File: config.mk
export PLATFORM = sky130hd
export DESIGN_NAME = inst_fetch_queue
export DESIGN_NICKNAME = d
export VERILOG_FILES = /design/src/rtl/fetch_pkg.sv /design/src/rtl/fetch_fifo.sv /design/src/rtl/inst_fetch_queue.sv
export SDC_FILE = /design/constraint.sdc
export NUM_CORES = 1
export LEC_CHECK = 0
export ABC_AREA = 1
export CORE_ASPECT_RATIO = 1.5
export CORE_MARGIN = 5
export CORE_UTILIZATION = 60
export DETAILED_ROUTE_END_ITERATION = 6
export DONT_BUFFER_PORTS = 1
export MAX_ROUTING_LAYER = met4
export PLACE_DENSITY = 0.76
export REMOVE_ABC_BUFFERS = 1
export SETUP_SLACK_MARGIN = 0.5
export SLEW_MARGIN = 5
export SYNTH_ARGS = -nofsm -noshare
export SYNTH_HDL_FRONTEND = slang
export SYNTH_SLANG_ARGS = --single-unit
File: constraint.sdc
create_clock -name clk -period 14 [get_ports clk]
set_input_delay 1.4 -clock clk [delete_from_list [all_inputs] [get_ports clk]]
set_output_delay 1.4 -clock clk [all_outputs]
set_load 0.01 [all_outputs]
File: src/rtl/fetch_pkg.sv
// Shared types and constants for the instruction fetch queue.
package fetch_pkg;
  localparam int XLEN       = 32;
  localparam int INST_BYTES = 4;

  typedef enum logic [1:0] {
    RUN,
    DRAIN,
    HALTED
  } fetch_state_t;

  typedef struct packed {
    logic [XLEN-1:0] pc;
    logic [XLEN-1:0] inst;
  } fq_entry_t;
endpackage

File: src/rtl/fetch_fifo.sv
// Small power-of-two FIFO of fetched instructions; flush wins over push/pop.
module fetch_fifo
  import fetch_pkg::*;
#(
  parameter int DEPTH = 4,
  localparam int PW = $clog2(DEPTH),
  localparam int CW = PW + 1
) (
  input  logic          clk,
  input  logic          rst,
  input  logic          push,
  input  fq_entry_t     push_data,
  input  logic          pop,
  input  logic          flush,
  output fq_entry_t     head,
  output logic [CW-1:0] count,
  output logic          full,
  output logic          empty
);
  fq_entry_t       mem_reg [DEPTH];
  logic [PW-1:0]   wr_ptr_reg;
  logic [PW-1:0]   rd_ptr_reg;
  logic [CW-1:0]   count_reg;
  logic            do_push;
  logic            do_pop;

  assign empty   = (count_reg == '0);
  assign full    = (count_reg == CW'(DEPTH));
  assign do_pop  = pop && !empty;
  // A full queue still accepts a push when the head leaves in the same cycle.
  assign do_push = push && (!full || do_pop);
  assign head    = mem_reg[rd_ptr_reg];
  assign count   = count_reg;

  always_ff @(posedge clk or posedge rst) begin
    if (rst) begin
      for (int i = 0; i < DEPTH; i++) mem_reg[i] <= '0;
    end else if (do_push && !flush) begin
      mem_reg[wr_ptr_reg] <= push_data;
    end
  end

  always_ff @(posedge clk or posedge rst) begin
    if (rst) begin
      wr_ptr_reg <= '0;
      rd_ptr_reg <= '0;
      count_reg  <= '0;
    end else if (flush) begin
      wr_ptr_reg <= '0;
      rd_ptr_reg <= '0;
      count_reg  <= '0;
    end else begin
      if (do_push) wr_ptr_reg <= wr_ptr_reg + 1'b1;
      if (do_pop)  rd_ptr_reg <= rd_ptr_reg + 1'b1;
      case ({do_push, do_pop})
        2'b10:   count_reg <= count_reg + 1'b1;
        2'b01:   count_reg <= count_reg - 1'b1;
        default: count_reg <= count_reg;
      endcase
    end
  end
endmodule

File: src/rtl/inst_fetch_queue.sv
// PC owner and sequential fetcher feeding decode through a small queue.
// FETCH_QUEUE_BYPASS_EN: forward a response straight to decode when the queue is empty.
module inst_fetch_queue
  import fetch_pkg::*;
#(
  parameter int          DEPTH    = 4,
  parameter logic [31:0] RESET_PC = 32'h0000_0000,
  localparam int CW = $clog2(DEPTH) + 1
) (
  input  logic          clk,
  input  logic          rst_b,
  output logic          imem_req,
  output logic [31:0]   imem_addr,
  input  logic [31:0]   imem_data,
  output logic          fq_valid,
  input  logic          fq_ready,
  output logic [31:0]   fq_inst,
  output logic [31:0]   fq_pc,
  input  logic          redirect_valid,
  input  logic [31:0]   redirect_pc,
  input  logic          halt_req,
  output logic          halted,
  output logic [CW-1:0] fq_count
);
  localparam logic [CW-1:0] DEPTH_C = CW'(DEPTH);

  fetch_state_t    state_reg, state_next;
  logic [XLEN-1:0] pc_reg, pc_next;
  logic            pending_reg, pending_next;
  logic [XLEN-1:0] pending_pc_reg, pending_pc_next;
  logic            halted_reg, halted_next;

  logic            redirect_act;
  logic            rsp_valid;
  logic            bypass_hit;
  logic            fifo_push;
  logic            fifo_pop;
  logic            fifo_full;
  logic            fifo_empty;
  logic [CW-1:0]   fifo_count;
  fq_entry_t       fifo_head;
  fq_entry_t       rsp_entry;

  assign redirect_act = redirect_valid && (state_reg != HALTED);
  assign rsp_valid    = pending_reg && !redirect_act;
  assign rsp_entry    = '{pc: pending_pc_reg, inst: imem_data};

  // Occupancy is conservative: the in-flight response already owns a slot.
  assign imem_req  = (state_reg == RUN) && !redirect_valid && !halt_req &&
                     ((fifo_count + CW'(pending_reg)) < DEPTH_C);
  assign imem_addr = pc_reg;

`ifdef FETCH_QUEUE_BYPASS_EN
  assign bypass_hit = fifo_empty && rsp_valid;
  assign fq_valid   = !fifo_empty || bypass_hit;
  assign fq_inst    = fifo_empty ? rsp_entry.inst : fifo_head.inst;
  assign fq_pc      = fifo_empty ? rsp_entry.pc   : fifo_head.pc;
`else
  assign bypass_hit = 1'b0;
  assign fq_valid   = !fifo_empty;
  assign fq_inst    = fifo_head.inst;
  assign fq_pc      = fifo_head.pc;
`endif

  assign fifo_pop  = !fifo_empty && fq_ready && !redirect_act;
  assign fifo_push = rsp_valid && !(bypass_hit && fq_ready);
  assign fq_count  = fifo_count;
  assign halted    = halted_reg;

  fetch_fifo #(.DEPTH(DEPTH)) u_fifo (
    .clk       (clk),
    .rst       (rst_b),
    .push      (fifo_push),
    .push_data (rsp_entry),
    .pop       (fifo_pop),
    .flush     (redirect_act),
    .head      (fifo_head),
    .count     (fifo_count),
    .full      (fifo_full),
    .empty     (fifo_empty)
  );

  always_comb begin
    state_next      = state_reg;
    pc_next         = pc_reg;
    pending_next    = imem_req;
    pending_pc_next = pending_pc_reg;

    if (redirect_act) begin
      pc_next = {redirect_pc[31:2], 2'b00};
    end else if (imem_req) begin
      pc_next         = pc_reg + XLEN'(INST_BYTES);
      pending_pc_next = pc_reg;
    end

    case (state_reg)
      RUN:     if (halt_req) state_next = DRAIN;
      DRAIN:   if (fifo_empty && !pending_reg) state_next = HALTED;
      HALTED:  state_next = HALTED;
      default: state_next = RUN;
    endcase

    halted_next = (state_next == HALTED);
  end

  always_ff @(posedge clk or posedge rst_b) begin
    if (rst_b) begin
      state_reg      <= RUN;
      pc_reg         <= RESET_PC;
      pending_reg    <= 1'b0;
      pending_pc_reg <= '0;
      halted_reg     <= 1'b0;
    end else begin
      state_reg      <= state_next;
      pc_reg         <= pc_next;
      pending_reg    <= pending_next;
      pending_pc_reg <= pending_pc_next;
      halted_reg     <= halted_next;
    end
  end
endmodule

Word level (Yosys, flattened, before mapping)
Cells that the tools add are included.
Word-level totals
  register bits after elaboration: 331
  output and inout bits: 102
  bits of input ports: 69
  logic and storage cells: 79
Operators by class
  reductions and logical operators: 26
  equal/unequal tests: 7
  muxes and demuxes: 17
  bitwise logic cells: 3
  add/sub/neg operators: 6
  order comparisons: 4
Operators by type and width (number)
  $bwmux 256: 1
  $mux 64: 3
  $bmux 64 s2: 1
  $demux 64 s2: 1
  $mux 32: 2
  $add 32x3->32 const B: 1
  $logic_and 1x1->1: 12
  $mux 2: 6
  $eq 2x2->1 const B: 3
  $ge 3x3->1 const B: 2
  $logic_not 1->1: 6
  $not 2->3: 2
  $pmux 2 s3: 1
  $pmux 3 s2: 1
  $reduce_bool 2->1: 3
  $add 2x1->2 const B: 2
  $eq 2x1->1 const B: 2
  $add 3x1->3: 1
  $add 3x1->3 const B: 1
  $eq 3x3->1 const B: 1
  $logic_not 3->1: 1
  $lt 3x1->1 const B: 1
  $lt 3x3->1 const B: 1
  $mux 3: 1
  7 further kinds: 7

Depth between registers and ports, before layout
  depth in word-level cells: 10
  gate-level depth with buffers: 12
  mapped depth without buffers: 11

By module
A second synthesis with hierarchy kept.
Second synthesis, totals
  cells, all modules: 2039
  area, all modules: 16084.2 um2
Modules (own cells, without submodules)
  fetch_fifo: area each 12451.9 um2, sequential area each 6581.3 um2, cells each 1534, instances 1
  inst_fetch_queue: area each 3632.2 um2, sequential area each 1601.5 um2, cells each 505, instances 1

Worst setup path before layout
No wires, ideal clock.
  path kind: input-to-output
  start: input port halt_req
  end: output port imem_req
  setup slack: 10607 ps
  cell stages on the path: 6
  path buffers: 1
  data arrival time: 1993 ps
  required time: 12600 ps
  cell sequence: inv_1 -> nand2_1 -> nor2_1 -> nand3_2 -> inv_2 -> buf_2
Between the ends
  word-level cells in the longest chain between the ends: 3
Ends and longest elaborated chain
  start: declaration: line inst_fetch_queue.sv:21  | input logic halt_req,
  $logic_not 1->1: line inst_fetch_queue.sv:49  | assign imem_req = (state_reg == RUN) && !redirect_valid && !halt_req &&
  $logic_and 1x1->1 (2 in series): line inst_fetch_queue.sv:49
  end: declaration: line inst_fetch_queue.sv:12  | output logic imem_req,
Every way passes these cells.

Worst setup path in the final report
  start: register u_fifo.rd_ptr_reg[0]
  end: output port fq_pc[13]
Between the ends
  word-level cells in the longest chain between the ends: 4
Ends and longest elaborated chain
  start: declaration: line fetch_fifo.sv:22  | logic [PW-1:0] rd_ptr_reg;
  start signal: assignment: line fetch_fifo.sv:54  | if (do_pop) rd_ptr_reg <= rd_ptr_reg + 1'b1;
  $not 2->3 (not written as such): line fetch_fifo.sv:32  | assign head = mem_reg[rd_ptr_reg];
  $bmux 64 s2: line fetch_fifo.sv:32
  $mux 64 (not written as such) (2 in series): line fetch_fifo.sv:32
  end: declaration: line inst_fetch_queue.sv:18  | output logic [31:0] fq_pc,
Every way passes these cells. The select of a mux whose other input is x is not followed.

==> impl_metrics.env <==
export IMPL_critPathLaunchType="register"
export IMPL_crit_fanout=106
export IMPL_p_per_area_mw_per_mm2=219
export IMPL_synth_main_ff_cell="dfrtp_1"
export IMPL_synthCells=1690
export IMPL_fin_nets=1700
export IMPL_slew_headroom_pct=19.0
export IMPL_path_cells="clkinv_2 > buf_4 > o21ai_0 > o22ai_1"
export IMPL_cts_max_level=1
export IMPL_worst_path_max_delay_cell="buf_4"
export IMPL_fp_dieArea_sq_mm=0.0272
export IMPL_wl_per_cell_um=17.6
export IMPL_antenna_found_initial=0
export IMPL_place_hpwl_um=20400
export IMPL_num_vias=11489
export IMPL_fin_util_pct=65.3
export IMPL_synth_top_family_by_area="compound AO/OA/AOI/OAI gates"
export IMPL_portBuffers=0
export IMPL_finClkSkew_ps=11.9
export IMPL_drt_iter0_drc=866
export IMPL_multi_input_area_sq_mm=0.00535
export IMPL_cts_root_buf="clkbuf_16"
export IMPL_synth_edf_count=0
export IMPL_die_w_um=136
export IMPL_die_h_um=200
export IMPL_synthArstFlopShare_pct=100
export IMPL_ff_latch_area_sq_mm=0.00799
export IMPL_final_hold_violation_count=0
export IMPL_ant_nets=0
export IMPL_routed_wl_um=34700
export IMPL_ir_drop_uv=133
export IMPL_cts_max_path_buffers=3
export IMPL_ios=171
export IMPL_area_delta_synth_final_pct=7.33
export IMPL_synth_most_common_cell="nand2_1"
export IMPL_grt_total_usage_pct=26.8
export IMPL_max_stage_delay_ps=850
export IMPL_max_freq_mhz=218
export IMPL_clk_pin_slew_ps=70
export IMPL_setup_tns_final_ps=0
export IMPL_ctsResizeCount=0
export IMPL_whs_ps=480
export IMPL_antenna_cells=0
export IMPL_via_per_inst=5.84
export IMPL_ys_ff_latch=319
export IMPL_cts_tree="done"
export IMPL_cts_sinks=319
export IMPL_grt_pass1_vias=11457
export IMPL_grt_first_pass_wirelength_um=57500
export IMPL_power_leakage_nw=7.25
export IMPL_syn_area_sq_mm=0.0144
export IMPL_grt_ovfl_total=0
export IMPL_netlist_area_leader_share_pct=55.5
export IMPL_design_area_sq_mm=0.0154
export IMPL_yosys_warnings=0
export IMPL_crit_type="register to output port"
export IMPL_numCtsBuffers=31
export IMPL_crit_required_ps=12600
export IMPL_gp_congestion=0.917
export IMPL_synth_mux_area_share_pct=0
export IMPL_postCtsSetupRepairBufs=0
export IMPL_status="finished, final reports clean"
export IMPL_route_detailed_drc=0
export IMPL_clk_latency_ps=550
export IMPL_synth_compound_gate_area_share_pct=18.5
export IMPL_firstDrtPassIters=6
export IMPL_drive_above_1_share_pct=4.97
export IMPL_placementRows=69
export IMPL_ys_top_cells_by_area="dfrtp_1, nand2_1, o21ai_0, o21ai_1, nor2_1"
export IMPL_start_util_pct=60.8
export IMPL_ys_types=34
export IMPL_dpl_cell_area_sq_mm=0.0143
export IMPL_crit_path_end_kind="output port"
export IMPL_finalCritPeriodShare_pct=32.8
export IMPL_yosys_area_top_type="dfrtp_1"
export IMPL_grt_max_degree=182
export IMPL_hold_buffers=0
export IMPL_worst_pin_slew_ps=1220
export IMPL_synth_xor_area_share_pct=0.609
export IMPL_yosys_area_share_simple_pct=17.3
export IMPL_yosysSeqAreaShare_pct=55.5
export IMPL_period_needed_ps=4600
export IMPL_arrival_ps=3200
export IMPL_rsz0062_at_grt="no"
export IMPL_synth_area_per_cell_sq_um=8.51
export IMPL_setup_viol=0
export IMPL_hold_path_class="register to register"
export IMPL_max_cap_viol_count=0
export IMPL_fp_coreArea_sq_mm=0.0237
export IMPL_largest_register_ff_count=248
export IMPL_final_fill_count=2012
export IMPL_synth_adder_area_share_pct=0.574
export IMPL_slew_violations=0
export IMPL_synthTopCellsByCount="nand2_1, dfrtp_1, o21ai_0, o21ai_1, nor2_1"
export IMPL_total_power_mw=3.38
worst paths after layout:
check                                          start              endpoint  slack [ps]  cells after the start
worst max-delay path            u_fifo.rd_ptr_reg[0]             fq_pc[13]        9400                      4
worst min-delay path             u_fifo.mem_reg[157]   u_fifo.mem_reg[157]         480                      2
worst max register to register          state_reg[0]    u_fifo.mem_reg[81]       10800                      9
worst min register to register   u_fifo.mem_reg[157]   u_fifo.mem_reg[157]         480                      2
max in group asynchronous                      rst_b  u_fifo.rd_ptr_reg[0]       11570                      2
min in group asynchronous                      rst_b     u_fifo.mem_reg[6]         900                      1
stage by stage:
| stage | worst slack, ps | std cells |
|---|---|---|
| floorplan | 3770 | 1582 |
| global route | 9320 | 1968 |
| detailed placement | 9930 | 1911 |
| CTS | 9450 | 1968 |
| finish | 9400 | 1968 |
| global placement | 9970 | 1911 |
cell usage in the layout (no fill, tap or decap), types with 3 or more instances in the layout:
cell type	instances
clkbuf_8	5
o22ai_1	63
nand3_1	38
nand3b_1	5
nand2_4	4
clkbuf_1	5
clkbuf_16	31
nand4_1	14
o221ai_1	3
xor2_1	9
inv_1	112
inv_2	4
conb_1	4
dfrtp_1	317
bufinv_16	8
buf_4	9
o211ai_1	9
nor3_1	9
ha_1	5
nor2_1	171
o21ai_1	187
clkinv_2	5
a21oi_1	16
nand2_1	369
o21ai_0	224
worst max-delay path: cells and delay by family, from the launching register on:
kind,cells,cell delay [ps]
buf+inv,2,1150
compound gates,2,660
flops,1,680
logic make-up (layout without fill, tap and decap cells):
logic type / count (synthesis) / count (layout)
AO/OA/AOI/OAI: 507 / 507
XOR/XNOR: 10 / 10
adder cells (fa/ha/maj): 6 / 6
buffers and inverters: 229 / 185
flip-flops: 319 / 319
other: 1 / 4
AND/OR/NAND/NOR: 618 / 618
per-layer routing:
metal / vias up / GRT usage [%] / part of all wire [%]
met4: 0 / 8.33 / 2.5
met3: 54 / 4.48 / 6.3
li1: 5473 / - / -
met2: 372 / 44.8 / 50
met5: - / - / 0
met1: 5590 / 33.5 / 41
power breakdown:
| part | internal [mW] | switching [mW] |
|---|---|---|
| clock network | 0.582 | 0.350 |
| logic | 0.310 | 0.730 |
| registers | 1.19 | 0.223 |
layout make-up:
class,count,area share (%)
Clock inverter,16,1.95
Clock buffer,41,5.59
Inverter,118,2.92
Sequential cell,319,51.7
Tap cell,319,2.58
Timing Repair Buffer,10,0.567
Multi-Input combinational cell,1145,34.7
Power figures use the tool's default switching activity.
